### config.mk
export PLATFORM = sky130hd
export DESIGN_NAME = nested_loop_seq
export DESIGN_NICKNAME = d
export VERILOG_FILES = /design/src/rtl/nested_loop_seq.sv
export SDC_FILE = /design/constraint.sdc
export NUM_CORES = 1
export LEC_CHECK = 0
export ABC_AREA = 1
export CAP_MARGIN = 20
export CORE_ASPECT_RATIO = 0.7
export CORE_MARGIN = 2
export CORE_UTILIZATION = 45
export DETAILED_ROUTE_END_ITERATION = 8
export PLACE_DENSITY = 0.76
export SYNTH_ARGS = -nofsm -noshare
export SYNTH_HDL_FRONTEND = slang
export SYNTH_SLANG_ARGS = --single-unit
### constraint.sdc
create_clock -name clk -period 5.85 [get_ports clk]
set_clock_uncertainty 0.2 [all_clocks]
set_input_delay 0.8775 -clock clk [delete_from_list [all_inputs] [get_ports clk]]
set_output_delay 0.8775 -clock clk [all_outputs]
set_load 0.05 [all_outputs]
### src/rtl/nested_loop_seq.sv
// rtl/nested_loop_seq.sv - two-level loop sequencer with action strobes and totals
// Optional NLS_DONE_CLEAR_EN: clear indices and totals when leaving DONE.
module nested_loop_seq #(
   parameter int CNT_W = 8,
   parameter int ACC_W = 16
) (
   input  logic             clk,
   input  logic             rst,
   input  logic             start,
   input  logic             pause,
   input  logic [CNT_W-1:0] outer_n,
   input  logic [CNT_W-1:0] inner_n,
   output logic [CNT_W-1:0] x,
   output logic [CNT_W-1:0] y,
   output logic             act1,
   output logic             act2,
   output logic [ACC_W-1:0] act1_cnt,
   output logic [ACC_W-1:0] act2_cnt,
   output logic             busy,
   output logic             done
);

   typedef enum logic [1:0] {
      S_IDLE  = 2'd0,
      S_OUTER = 2'd1,
      S_INNER = 2'd2,
      S_DONE  = 2'd3
   } state_t;

   localparam logic [CNT_W-1:0] ONE_C = CNT_W'(1);
   localparam logic [ACC_W-1:0] ONE_A = ACC_W'(1);

   state_t           state;
   state_t           state_nxt;
   logic [CNT_W-1:0] outer_q;
   logic [CNT_W-1:0] inner_q;
   logic             last_x;
   logic             last_y;

   // Bounds are nonzero whenever these compares matter (OUTER/INNER only).
   assign last_x = (x == (outer_q - ONE_C));
   assign last_y = (y == (inner_q - ONE_C));

   always_ff @(posedge clk or posedge rst) begin
      if (rst) begin
         state <= S_IDLE;
      end else begin
         state <= state_nxt;
      end
   end

   always_comb begin
      state_nxt = state;
      case (state)
         S_IDLE: begin
            if (start) begin
               state_nxt = (outer_n == '0) ? S_DONE : S_OUTER;
            end
         end
         S_OUTER: begin
            if (!pause) begin
               if (inner_q != '0) begin
                  state_nxt = S_INNER;
               end else begin
                  state_nxt = last_x ? S_DONE : S_OUTER;
               end
            end
         end
         S_INNER: begin
            if (!pause && last_y) begin
               state_nxt = last_x ? S_DONE : S_OUTER;
            end
         end
         S_DONE: begin
            state_nxt = S_IDLE;
         end
         default: begin
            state_nxt = S_IDLE;
         end
      endcase
   end

   always_comb begin
      act1 = 1'b0;
      act2 = 1'b0;
      busy = 1'b0;
      done = 1'b0;
      case (state)
         S_OUTER: begin
            act1 = !pause;
            busy = 1'b1;
         end
         S_INNER: begin
            act2 = !pause;
            busy = 1'b1;
         end
         S_DONE: begin
            done = 1'b1;
         end
         default: begin
            done = 1'b0;
         end
      endcase
   end

   always_ff @(posedge clk or posedge rst) begin
      if (rst) begin
         outer_q  <= '0;
         inner_q  <= '0;
         x        <= '0;
         y        <= '0;
         act1_cnt <= '0;
         act2_cnt <= '0;
      end else begin
         case (state)
            S_IDLE: begin
               if (start) begin
                  outer_q  <= outer_n;
                  inner_q  <= inner_n;
                  x        <= '0;
                  y        <= '0;
                  act1_cnt <= '0;
                  act2_cnt <= '0;
               end
            end
            S_OUTER: begin
               if (!pause) begin
                  act1_cnt <= act1_cnt + ONE_A;
                  y        <= '0;
                  if ((inner_q == '0) && !last_x) begin
                     x <= x + ONE_C;
                  end
               end
            end
            S_INNER: begin
               // y stays on the last inner index when the pass ends.
               if (!pause) begin
                  act2_cnt <= act2_cnt + ONE_A;
                  if (last_y) begin
                     if (!last_x) begin
                        x <= x + ONE_C;
                     end
                  end else begin
                     y <= y + ONE_C;
                  end
               end
            end
            S_DONE: begin
`ifdef NLS_DONE_CLEAR_EN
               x        <= '0;
               y        <= '0;
               act1_cnt <= '0;
               act2_cnt <= '0;
`else
               x        <= x;
`endif
            end
            default: begin
               x <= x;
            end
         endcase
      end
   end

endmodule

---- Word-level counts from Yosys, hierarchy flattened ----
Index checks and enable logic that the tools add are counted.
operators by class
  add/sub/neg operators ................... 6
  eq/ne operators ......................... 13
  muxes and demuxes ....................... 27
  bitwise gates (word level) .............. 1
  reductions and logical operators ........ 18
operators with widths
  kind                                                                count
  8-bit two-way mux                                                   9
  16-bit one-hot mux with 2 select lines                              2
  16-bit two-way mux                                                  3
  8-bit one-hot mux with 3 select lines                               2
  16-bit by 1-bit adder with 16-bit output, second input constant     2
  8-bit by 1-bit adder with 8-bit output, second input constant       2
  8-bit == test                                                       2
  8-bit zero test                                                     2
  2-bit inequality test, second input constant                        8
  8-bit by 1-bit subtractor with 8-bit output, second input constant  2
  2-bit two-way mux                                                   6
  3-bit AND reduction                                                 3
  2-bit one-hot mux with 4 select lines                               1
  8-bit nonzero test                                                  1
  7-bit AND reduction                                                 1
  5-bit AND reduction                                                 1
  2-bit == test, second input constant                                2
  1-bit two-way mux                                                   4
  2-bit nonzero test                                                  2
  3-bit nonzero test                                                  1
  2-bit by 1-bit == test with 1-bit output, second input constant     1
  1-bit logical AND                                                   2
  1-bit zero test                                                     2
  2-bit zero test                                                     1
  3 further kinds                                                     3
storage, ports and cells
  register bits ........................... 66
  input port bits ......................... 20
  word-level logic and storage cells ...... 72

---- Longest topological paths before layout ----
  depth after elaboration ................. 7
  gate-level depth with buffers ........... 15
  depth with buffers taken out ............ 15

---- Worst setup path after synthesis ----
No wires, ideal clock.
  path type ............................... reg2out
  start point ............................. register state[0]
  end point ............................... output port act2
  data arrival time ....................... 1.713 ns
  slack ................................... 3.060 ns
  cell stages (with the launch flop) ...... 6
  buffers on the path ..................... 1
  cell sequence ........................... dfrtp_1 inv_1 ha_1 buf_6 clkinv_1 nor2_1
between the ends
  cells in the longest elaborated chain, start to end .. 2
ends and longest elaborated chain
  item                    line  RTL
  from (decl)             33    state_t state;
  from (signal assigned)  48    state <= state_nxt;
  2-bit == test           88    case (state)
  1-bit two-way mux       88
  to (decl)               16    output logic act2,
No other way between the ends.

---- Worst setup path after layout ----
Same ends and word-level chain as after synthesis.

==> out/results.ini <==
[outcome]
status = completed

[min_path]
holdCritPathClass = reg -> reg

[detailed_routing]
vias = 4008
vias_per_cell = 5.185
ant_nets = 0
drc = 0
wire_per_inst_um = 13.70
drt_wl_total_um = 10590
drt_first_pass_iters = 5
drt-initial-drc-count = 267

[sta]
fmax_ghz = 0.2465
hold_viol = 0
drv_slew = 0
period_share_pct = 69.36
worst_pin_slew_ps = 840.8
final.min_clock_period_ps = 4057
finalSetupViolCount = 0
slew_headroom_pct = 43.95
final.setup.tns_ps = 0
fin_ws_ps = 1793
rsz0062_at_grt = no
whs_ps = 306.6

[global_routing]
grt.overflow.total = 0
antenna_found_initial = 0
grt_usage_pct = 22.43
grt_pass1_vias = 3945
grt_max_degree = 67
grt_pass1_wl_um = 18220

[power_and_ir_drop]
leakagePower_nw = 2.486
max-vdd-ir-drop_mv = 0.2674
p_per_area_nw_per_um2 = 428.3

[clocking]
cts.sinks = 66
htree_levels = 3
clk_pin_slew_ps = 50
postCtsResizedCells = 0
cts_setup_buffers = 0
cts_buffers = 9
cts_tree = done
cts-root-buf = clkbuf_16
clock_path_buffers = 2
hold_buffers = 0
clock_latency_ps = 330

[worst_setup_path]
worstSetupStartpointType = flip-flop
rrSetupSlack_ps = 3210
endpoint_kind = primary output
critical_path_class = reg -> out
worst-endpoint-arrival_ps = 2980
cp.required_ps = 4770
cp_max_fo = 10

[floorplanning]
pin_count = 72
die_y_um = 84.52
die_x_um = 119.0
coreArea_um2 = 9035
floorplan.initialDensity_pct = 46.13
placementRows = 29
die-area_um2 = 10060

[yosys]
yosysSeqAreaShare_pct = 39.63
yosysTopAreaCellShare_pct = 39.63
synth_edf_count = 0
syn_nets = 600
syn_avg_cell_area_um2 = 7.338
yosysWarnings = 0
synth.distinct_cells = 39
syn-cell-area_um2 = 4168
synth_top_area_cell = dfrtp_1
synth.most_common_cell = nand2_1
syn_inst = 568
synth_commonest_cells = nand2_1, inv_1, dfrtp_1
ys_async_sr_fraction_pct = 100.0
yosys-top-cells-area = dfrtp_1, nand2_1, inv_1, nor2_1, nand3_1
synth-main-ff-cell = dfrtp_1
ys_ff_latch = 66

[finish]
areaGrowthSynthToFinish_pct = 27.98
seqCellArea_um2 = 1652
drive_gt1_share_pct = 7.396
n_fill_cell = 779
num_antenna_cells = 0
multi_input_area_um2 = 2175
stdcell_count = 773
nNetsFinal = 676

[placed_design]
place_congestion = 0.8463
dp.cells = 757
post-place-ws_ps = 2217
dpl.hpwl_um = 7806
numPortBuffers = 71

[flow_run]
cap_violations = 0

-- report_power, final --
| part | leakage [nW] | total [mW] | switching, mW | internal [mW] |
|---|---|---|---|---|
| Clock | 0.163 | 0.588 | 0.191 | 0.396 |
| Combinational | 1.43 | 1.04 | 0.719 | 0.324 |
| Sequential | 0.888 | 0.654 | 0.108 | 0.547 |
| Total | 2.49 | 2.28 | 1.02 | 1.27 |
-- critical path, stage by stage (launching register included) --
cell             delay (ps)
dfrtp_1                 440
inv_1                   140
ha_1                    520
clkinv_1                420
nor2_1                  280
clkdlybuf4s50_1         850
-- cells in the final DEF (no fill, tap or decap), types with 12 or more instances in the layout --
cell / count
ha_1: 12
o21ai_0: 28
clkdlybuf4s50_1: 71
a21oi_1: 21
nand2_1: 150
inv_1: 76
nor3_1: 21
nand3_1: 33
dfrtp_1: 66
nor2_1: 63
xor2_1: 17
nand4_1: 20
-- flip-flops by register name, indices dropped and copies added, names as in the netlist --
| register | cells |
|---|---|
| y | 8 |
| inner_q | 8 |
| x | 8 |
| outer_q | 8 |
| act2_cnt | 16 |
| state | 2 |
| act1_cnt | 16 |
-- metrics by stage --
step / util (%) / total power [mW] / cell area, um2
floorplan: - / 1.425 / 4168
finish: 59.04 / 2.284 / 5334
detailed placement: 55.38 / 1.690 / 5004
global route: 59.04 / 2.456 / 5334
CTS: 59.04 / 2.293 / 5334
global placement: 55.38 / 1.655 / 5004
-- kinds of logic (layout without fill, tap and decap cells) --
family	after synthesis	count (layout)	synth area share, %
AO/OA/AOI/OAI	65	65	8.856
XOR/XNOR	22	22	4.623
adder cells (fa/ha/maj)	12	12	3.602
buffers and inverters	88	169	8.196
flip-flops	66	66	39.63
AND/OR/NAND/NOR	315	315	35.09
-- final timing paths --
path / startpoint / to / depth (start not counted)
worst max-delay path: state[0] / act2 / 5
worst min-delay path: outer_q[7] / outer_q[7] / 2
worst max register to register: state[0] / y[6] / 11
worst min register to register: outer_q[7] / outer_q[7] / 2
max in group asynchronous: rst / x[6] / 3
min in group asynchronous: rst / act1_cnt[1] / 3
-- routing by layer --
metal	vias up	routed length, um	global-route usage (%)
met5	-	0	0
met3	10	588	6.522
met1	1887	5100	30.42
met2	125	4799	34.90
li1	1986	-	-
met4	0	102	7.035
-- area by class of cell --
type,instances,share of cell area [%]
tap,124,2.909
multi-input combinational,414,40.77
clock buffer,12,4.809
clock inverter,4,1.384
inverter,81,5.700
sequential,66,30.96
timing repair buffer,72,13.46
(Power assumes the default switching activity.)
